File: config.mk
export PLATFORM = sky130hd
export DESIGN_NAME = uart_tx_arbiter
export DESIGN_NICKNAME = d
export VERILOG_FILES = /design/src/rtl/uart_tx_arbiter.sv
export SDC_FILE = /design/constraint.sdc
export NUM_CORES = 1
export LEC_CHECK = 0
export ABC_AREA = 1
export CAP_MARGIN = 0
export CORE_MARGIN = 2
export CORE_UTILIZATION = 56
export DETAILED_ROUTE_END_ITERATION = 7
export MAX_ROUTING_LAYER = met4
export PLACE_DENSITY = 0.9
export SLEW_MARGIN = 10
export SYNTH_ARGS = -nofsm -noshare
export SYNTH_HDL_FRONTEND = slang
export SYNTH_SLANG_ARGS = --single-unit
File: constraint.sdc
create_clock -name clk_50MHz -period 2.6 [get_ports clk_50MHz]
set_input_delay 0.26 -clock clk_50MHz [delete_from_list [all_inputs] [get_ports clk_50MHz]]
set_output_delay 0.26 -clock clk_50MHz [all_outputs]
set_load 0.005 [all_outputs]
File: src/rtl/uart_tx_arbiter.sv
// Round-robin, message-granular arbiter sharing one UART transmitter between
// NUM_REQ byte-stream requesters; an owner keeps the grant until its last byte or a timeout.
module uart_tx_arbiter #(
    parameter int DATA_BITS      = 8,
    parameter int NUM_REQ        = 2,
    parameter int TIMEOUT_CYCLES = 1000000,
    parameter int TIMEOUT_BITS   = 20
) (
    input  logic                           clk_50MHz,
    input  logic                           reset,
    input  logic [NUM_REQ-1:0]             req_valid,
    input  logic [NUM_REQ*DATA_BITS-1:0]   req_data,
    input  logic [NUM_REQ-1:0]             req_last,
    output logic [NUM_REQ-1:0]             req_ready,
    output logic                           tx_start,
    output logic [DATA_BITS-1:0]           tx_data,
    input  logic                           tx_busy,
    input  logic                           tx_done_tick,
    output logic [NUM_REQ-1:0]             grant,
    output logic                           active,
    output logic                           timeout_evt
);

    localparam int IDX_W = (NUM_REQ > 1) ? $clog2(NUM_REQ) : 1;
    localparam logic [IDX_W-1:0]        LAST_IDX = IDX_W'(NUM_REQ - 1);
    localparam logic [TIMEOUT_BITS-1:0] TMO_LAST = TIMEOUT_BITS'(TIMEOUT_CYCLES - 1);

    typedef enum logic [1:0] {
        ST_IDLE = 2'd0,
        ST_SEND = 2'd1,
        ST_WAIT = 2'd2
    } state_t;

    // First requesting index after 'last', wrapping modulo NUM_REQ.
    function automatic logic [IDX_W-1:0] rr_pick(input logic [NUM_REQ-1:0] valid,
                                                 input logic [IDX_W-1:0]   last);
        logic [IDX_W-1:0] pick;
        logic             found;
        logic             hit;
        int               idx;
        pick  = last;
        found = 1'b0;
        for (int k = 1; k <= NUM_REQ; k++) begin
            idx   = int'(last) + k;
            idx   = (idx >= NUM_REQ) ? (idx - NUM_REQ) : idx;
            hit   = !found && valid[idx];
            pick  = hit ? IDX_W'(idx) : pick;
            found = found | hit;
        end
        return pick;
    endfunction

    function automatic logic [NUM_REQ-1:0] onehot(input logic [IDX_W-1:0] idx);
        return NUM_REQ'(1) << idx;
    endfunction

    state_t                  state_r, state_s;
    logic [NUM_REQ-1:0]      grant_r, grant_s;
    logic                    active_r, active_s;
    logic [NUM_REQ-1:0]      req_ready_r, req_ready_s;
    logic                    tx_start_r, tx_start_s;
    logic [DATA_BITS-1:0]    tx_data_r, tx_data_s;
    logic                    timeout_evt_r, timeout_evt_s;
    logic [IDX_W-1:0]        last_grant_r, last_grant_s;
    logic [IDX_W-1:0]        owner_r, owner_s;
    logic                    last_flag_r, last_flag_s;
    logic [TIMEOUT_BITS-1:0] cnt_r, cnt_s;

    logic [IDX_W-1:0]        pick_s;
    logic                    owner_valid_s;
    logic                    owner_last_s;
    logic [DATA_BITS-1:0]    owner_data_s;

    assign pick_s        = rr_pick(req_valid, last_grant_r);
    assign owner_valid_s = req_valid[owner_r];
    assign owner_last_s  = req_last[owner_r];
    assign owner_data_s  = req_data[int'(owner_r)*DATA_BITS +: DATA_BITS];

    // Next-state and next-output decode; pulses default low every cycle.
    always_comb begin
        state_s       = state_r;
        grant_s       = grant_r;
        active_s      = active_r;
        req_ready_s   = '0;
        tx_start_s    = 1'b0;
        tx_data_s     = tx_data_r;
        timeout_evt_s = 1'b0;
        last_grant_s  = last_grant_r;
        owner_s       = owner_r;
        last_flag_s   = last_flag_r;
        cnt_s         = cnt_r;
        case (state_r)
            ST_IDLE: begin
                if (|req_valid) begin
                    owner_s  = pick_s;
                    grant_s  = onehot(pick_s);
                    active_s = 1'b1;
                    cnt_s    = '0;
                    state_s  = ST_SEND;
                end else begin
                    state_s  = ST_IDLE;
                end
            end
            ST_SEND: begin
                if (owner_valid_s && !tx_busy) begin
                    tx_data_s   = owner_data_s;
                    tx_start_s  = 1'b1;
                    req_ready_s = onehot(owner_r);
                    last_flag_s = owner_last_s;
                    cnt_s       = '0;
                    state_s     = ST_WAIT;
                end else if (owner_valid_s) begin
                    cnt_s = '0;
                end else if (cnt_r == TMO_LAST) begin
                    timeout_evt_s = 1'b1;
                    grant_s       = '0;
                    active_s      = 1'b0;
                    last_grant_s  = owner_r;
                    state_s       = ST_IDLE;
                end else begin
                    cnt_s = cnt_r + TIMEOUT_BITS'(1);
                end
            end
            // req_valid is deliberately ignored here so a stale valid cannot re-accept.
            ST_WAIT: begin
                if (tx_done_tick && last_flag_r) begin
                    grant_s      = '0;
                    active_s     = 1'b0;
                    last_grant_s = owner_r;
                    state_s      = ST_IDLE;
                end else if (tx_done_tick) begin
                    cnt_s   = '0;
                    state_s = ST_SEND;
                end else begin
                    state_s = ST_WAIT;
                end
            end
            default: begin
                grant_s  = '0;
                active_s = 1'b0;
                state_s  = ST_IDLE;
            end
        endcase
    end

    // State and registered outputs; reset drops any accepted-but-unsent byte.
    always_ff @(posedge clk_50MHz or negedge reset) begin
        if (!reset) begin
            state_r       <= ST_IDLE;
            grant_r       <= '0;
            active_r      <= 1'b0;
            req_ready_r   <= '0;
            tx_start_r    <= 1'b0;
            tx_data_r     <= '0;
            timeout_evt_r <= 1'b0;
            last_grant_r  <= LAST_IDX;
            owner_r       <= '0;
            last_flag_r   <= 1'b0;
            cnt_r         <= '0;
        end else begin
            state_r       <= state_s;
            grant_r       <= grant_s;
            active_r      <= active_s;
            req_ready_r   <= req_ready_s;
            tx_start_r    <= tx_start_s;
            tx_data_r     <= tx_data_s;
            timeout_evt_r <= timeout_evt_s;
            last_grant_r  <= last_grant_s;
            owner_r       <= owner_s;
            last_flag_r   <= last_flag_s;
            cnt_r         <= cnt_s;
        end
    end

    assign grant       = grant_r;
    assign active      = active_r;
    assign req_ready   = req_ready_r;
    assign tx_start    = tx_start_r;
    assign tx_data     = tx_data_r;
    assign timeout_evt = timeout_evt_r;

endmodule

==> metrics.yaml, run 1 <==
drive_gt1_share_pct: 10.4
cts_tree: "built"
diodes: 0
overflow: 0
pre_cts_ws_ns: 0.525
cts-root-buf: "clkbuf_8"
reg2reg_depth: 10
grt_util_all_layers_pct: 27.1
yosysTopAreaCellShare_pct: 42.1
first_pass_iters: 4
ys_top_cells_by_count: "104 x nand2_1, 39 x dfrtp_1, 39 x inv_1, 30 x nand3_1, 20 x nor2_1"
period_needed_ns: 1.91
routed_wl_mm: 5.50
end_kind: "flop"
rsz0062_at_grt: "false"
fin_nets: 380
die_area_um2: 4670
worstPathRequired_ns: 2.83
timing_hold_violations_final: 0
syn_to_final_growth_pct: 22.5
crit_type: "reg -> reg"
r2r_start: "cnt_r[0]"
cts_sinks: 40
fillers: 315
die_w_um: 68.3
place_congestion: 0.945
grt_pass1_wl_mm: 9.00
worst-path-buf-inv: 2
netlist_area_um2: 2320
drt_iter0_drc: 142
maxCapViolCount: 0
cts_max_level: 2
synth_top_flop_cell: "dfrtp_1"
reg2reg_setup_slack_ns: 0.69
cpLargestDelayFamily: "simple AND/OR/NAND/NOR gates"
drc: 0
post_cts_buffers: 0
max_stage_delay_ns: 0.41
post-route-period-util_pct: 73.3
status: "finished clean"
worstPathCellList: "ha_1 -> nand2_1 -> nor2_2 -> nand2_1 -> inv_1 -> nand2_1 -> inv_1 -> nor2_2 -> nand3_1 -> nand2_1"
relSlewSlack_pct: 42.5
tightest_slew_ns: 0.863
crit_slowest_cell: "dfrtp_1"
start_util_pct: 57.9
vdd_drop_max_mv: 0.482
grt_max_degree: 41
syn-num-nets: 337
synthMostInstantiatedCell: "nand2_1"
synth_area_leaders: "dfrtp_1 42%, nand2_1 17%, nand3_1 6.5%"
min_path_type: "in -> async"
worstPathArrival_ns: 2.14
setup_viol: 0
cp_max_fo: 10
fin_worst_skew_ns: 0.00990
die_y_um: 68.3
critPathLaunchType: "flop"
clkSlewWorstSetupHoldPaths_ns: 0.08
ios: 39
yosysTopAreaCell: "dfrtp_1"
fmax_mhz: 525
finalSetupTns_ns: 0
port_buffers: 38
postCtsHoldBufs: 0
fp.coreArea_um2: 4000
yosys_warnings: 0
yosysSeqAreaShare_pct: 43.3
setup_slack_ns: 0.695
synth_edf_count: 0
fp-row-count: 23
maxSlewViolCount: 0
path_common_cell: "nand2_1"
vias: 2227
total_leakage_power_nw: 1.30
postSynth.asyncResetShare_pct: 100
wire_per_inst_um: 13.5
ys_seq_elements: 40
syn_inst: 312
postSynthAreaPerCell_um2: 7.42
numCtsBuffers: 5
dpl.hpwl_mm: 4.30
synth.distinct_cells: 26
clock_path_buffers: 2
grt_pass1_vias: 2042
r2r-end: "cnt_r[19]"
cts-resized-gates: 0
p_per_area_nw_per_um2: 770
drtAntennaViolNets: 0
antenna_found_initial: 0
vias_per_cell: 5.49
clk_latency_ns: 0.29
==> worst max path at each step <==
stage | slack, ns | startpoint | cells after the start | end
after floorplan | 1.08 | cnt_r[0] | 10 | cnt_r[17]
after global placement | 0.64 | req_valid[1] | 9 | last_flag_r
after detailed placement | 0.52 | req_valid[1] | 9 | last_flag_r
after CTS | 0.72 | cnt_r[0] | 10 | cnt_r[19]
after global routing | 0.54 | cnt_r[0] | 10 | cnt_r[19]
final | 0.69 | cnt_r[0] | 10 | cnt_r[19]
==> report_power, final <==
group	switching, mW	internal, mW	leakage, nW
registers	0.0955	0.765	0.530
logic	0.474	0.346	0.714
clock network	0.217	0.285	0.0552
==> per-stage QoR <==
stage | utilization [%] | area (um^2) | cells | hold WS [ns] | power, mW
detailed placement | 68.2 | 2730 | 398 | 0.431 | 1.70
floorplan | - | 2320 | 312 | -0.0356 | 1.36
finish | 70.9 | 2840 | 406 | 0.0727 | 2.18
CTS | 70.9 | 2840 | 406 | 0.112 | 2.19
global route | 70.9 | 2840 | 406 | 0.162 | 2.31
global placement | 68.2 | 2730 | 398 | 0.420 | 1.66
==> state kept, by name, indices dropped and copies added (netlist names), 2 cells and up <==
register   count
grant          2
tx_data        8
cnt_r         20
state_r        2
req_ready      2
==> metal layers <==
| metal | global-route usage, % | routed length [um] | vias up |
|---|---|---|---|
| met5 | - | 0 | - |
| met4 | 12.5 | 129 | 0 |
| met1 | 32.2 | 2380 | 1039 |
| met3 | 4.28 | 295 | 10 |
| met2 | 45.0 | 2690 | 80 |
| li1 | - | - | 1098 |
==> cells in the final DEF (no fill, tap or decap), types with 3 or more instances in the layout <==
cell and n:
nor2_2 4, o21ai_0 10, clkdlybuf4s50_1 37, clkbuf_8 5, o21ai_2 10, inv_1 39, nand2_1 104, nand2_2 4
nor3_1 11, dfrtp_1 39, nor2_1 20, nand4_1 16, nor2_4 3, xor2_1 4, nand3_1 30
==> logic make-up after synthesis <==
logic type,after synthesis,synth area share (%)
AO/OA/AOI/OAI,27,7.89
XOR/XNOR,4,1.51
adder cells (fa/ha/maj),1,0.540
buffers and inverters,44,8.10
flip-flops,40,43.3
AND/OR/NAND/NOR,196,38.7
==> layout make-up <==
cell class	instances	area [um^2]	share of cell area (%)
clock inverters	2	35.0	1.24
multi-input cells	228	1130	39.7
clock buffers	6	72.6	2.56
repair buffers	38	375	13.2
flip-flops and latches	40	1000	35.3
well taps	50	62.6	2.21
inverters	42	163	5.73
No activity file was read; power rests on OpenSTA's default activity.
==> run 2: changes to the inputs <==
--- a/config.mk
+++ b/config.mk
@@ -8,10 +8,10 @@
 export ABC_AREA = 1
 export CAP_MARGIN = 0
 export CORE_MARGIN = 2
-export CORE_UTILIZATION = 56
+export CORE_UTILIZATION = 53
 export DETAILED_ROUTE_END_ITERATION = 7
 export MAX_ROUTING_LAYER = met4
-export PLACE_DENSITY = 0.9
+export PLACE_DENSITY = 0.86
 export SLEW_MARGIN = 10
 export SYNTH_ARGS = -nofsm -noshare
 export SYNTH_HDL_FRONTEND = slang
==> constraint.sdc (replaced) <==
create_clock -name clk_50MHz -period 1.8 [get_ports clk_50MHz]
set_input_delay 0.18 -clock clk_50MHz [delete_from_list [all_inputs] [get_ports clk_50MHz]]
set_output_delay 0.18 -clock clk_50MHz [all_outputs]
set_load 0.005 [all_outputs]
==> run 2 against run 1 <==
Global-route usage down 0.65 points. Sequential cell count unchanged. Cell count up 3.7%. Critical path depth shrank 3. Utilization shrank 1.9 points. Via count rose by 2.0%. Sequential share of layout area decreased by 1.5 points. Sequential power up 44%. Largest cell class unchanged. Largest power group is now combinational logic.
==> metrics.yaml, run 2 (synthesis gave the netlist of run 1 again) <==
die_area_um2: 4910  # +5.3%
clock_path_buffers: 2  # unchanged
grt_util_all_layers_pct: 26.4  # -0.65 points
vias: 2272  # +2.0%
min_path_type: "in -> reg"
port_buffers: 38  # unchanged
fp.coreArea_um2: 4290  # +7.4%
grt_pass1_vias: 2337  # +14%
crit_type: "reg -> reg"
setup_slack_ns: 0.148  # -0.547 ns
drtAntennaViolNets: 0  # unchanged
layout_common_cells: "104 x nand2_1, 39 x inv_1, 39 x dfrtp_1"
worstPathRequired_ns: 1.97  # -0.86 ns
first_pass_iters: 4  # unchanged
clkSlewWorstSetupHoldPaths_ns: 0.08  # about the same
antenna_found_initial: 0  # unchanged
drive_gt1_share_pct: 14.1  # +3.7 points
cts_max_level: 2  # unchanged
die_w_um: 70.1  # +2.6%
critPathLaunchType: "flop"
fp-row-count: 24  # +4.3%
multi_input_area_um2: 1150  # +1.8%
max_stage_delay_ns: 0.42  # about the same
ios: 39  # unchanged
fin_hold_ws_ns: 0.433  # +0.360 ns
fmax_mhz: 605  # +15%
place_congestion: 0.967  # +2.3%
cts_tree: "built"
stdcell_count: 421  # +3.7%
largest_reg_flops: 20  # unchanged
overflow: 0  # unchanged
vias_per_cell: 5.40  # -1.6%
syn_to_final_growth_pct: 28.0
vdd_drop_max_mv: 0.955  # +98%
routed_wl_mm: 5.62  # +2.3%
rsz0062_at_grt: "false"
placed_area_um2: 2830  # +3.9%
fin_util_pct: 69.0  # -1.9 points
cp_max_fo: 9  # -1
diodes: 0  # unchanged
numCtsBuffers: 5  # unchanged
final_common_cell: "nand2_1"
cts_sinks: 40  # unchanged
path_common_cell: "nor2_4"
regArea_um2: 1000  # unchanged
clk_latency_ns: 0.29  # about the same
finalInstanceArea_um2: 2960  # +4.5%
start_util_pct: 53.9  # -4.0 points
setup_viol: 0  # unchanged
finalSetupTns_ns: 0  # unchanged
grt_max_degree: 41  # unchanged
grt_pass1_wl_mm: 10.1  # +13%
pre_cts_ws_ns: 0.0342  # -0.490 ns
worstPathCellList: "nor2_4 -> inv_1 -> nor2_4 -> nand2_2 -> buf_4 -> a22oi_1 -> nand2_1"
post_cts_buffers: 0  # unchanged
fin_worst_skew_ns: 0.00551  # -0.00439 ns
die_y_um: 70.1  # +2.6%
fin_nets: 393  # +3.4%
crit_slowest_cell: "dfrtp_1"
maxSlewViolCount: 0  # unchanged
dp_cells: 412  # +3.5%
tightest_slew_ns: 0.506  # -0.356 ns
period_needed_ns: 1.65  # -0.253 ns
drc: 0  # unchanged
status: "finished clean"
maxCapViolCount: 0  # unchanged
drt_iter0_drc: 160  # +13%
fillers: 337  # +7.0%
power_mw: 3.21  # +47%
total_leakage_power_nw: 1.36  # +4.9%
p_per_area_nw_per_um2: 1080  # +41%
worstPathArrival_ns: 1.82  # -0.32 ns
timing_hold_violations_final: 0  # unchanged
worst-path-buf-inv: 2  # unchanged
regMostFlops: "cnt_r"
dpl.hpwl_mm: 4.30  # +0.10%
cts-root-buf: "clkbuf_8"
post-route-period-util_pct: 91.8  # +19 points
end_kind: "flop"
wire_per_inst_um: 13.3  # -1.4%
cpLargestDelayFamily: "simple AND/OR/NAND/NOR gates"
relSlewSlack_pct: 66.2  # +24 points
-- run 2: changes by cell type in the layout (fill, tap and decap cells not counted), sizes merged --
cell | before | now
buf | 1 | 13
clkbuf | 6 | 8
bufinv | 1 | 0
clkinv | 2 | 1
dlygate4sd3 | 0 | 1
-- run 2: tightest hold or removal path, stage by stage --
cell             delay, ns
clkdlybuf4s50_1       0.39
nand2_1               0.06
nand2_1               0.05
-- run 2: report_power, final --
part | switching, mW | total, mW | leakage (nW) | internal, mW
Combinational | 0.730 | 1.32 | 0.782 | 0.592
Sequential | 0.134 | 1.24 | 0.530 | 1.10
Clock | 0.300 | 0.650 | 0.0515 | 0.350
-- run 2: final timing paths --
kind,slack (ns),cells past startpoint,startpoint,endpoint
max,0.15,7,state_r[1],tx_data[1]
min,0.43,3,req_data[4],tx_data[4]
max reg2reg,0.15,7,state_r[1],tx_data[1]
min reg2reg,0.48,2,grant[0],grant[0]
max in group asynchronous,0.94,3,reset,last_grant_r
min in group asynchronous,0.48,3,reset,cnt_r[17]
-- run 2: repair_timing --
item | CTS | global route
hold buffers | 1 | 0
gates resized for setup | 0 | 5
endpoints found under the setup margin | 0 | 8
endpoints found under the hold margin | 39 | 0
-- run 2: area by class of cell --
type	count	area share, %
multi-input cells	228	38.7
inverters	42	5.49
repair buffers	51	16.5
well taps	52	2.20
clock buffers	8	3.38
flip-flops and latches	40	33.8
-- run 2: per-layer routing --
metal  GRT usage [%]  wire [um]
met1            31.5       2320
met2            45.1       2840
met3            5.77        377
met4            7.69         80
met5               -          0
==> run 3: changes to the inputs <==
--- a/config.mk
+++ b/config.mk
@@ -12,6 +12,7 @@
 export DETAILED_ROUTE_END_ITERATION = 7
 export MAX_ROUTING_LAYER = met4
 export PLACE_DENSITY = 0.86
+export SKIP_LAST_GASP = 1
 export SLEW_MARGIN = 10
 export SYNTH_ARGS = -nofsm -noshare
 export SYNTH_HDL_FRONTEND = slang
==> results of run 3 <==
The final DEF is identical to that of run 2; final timing and power are the same.
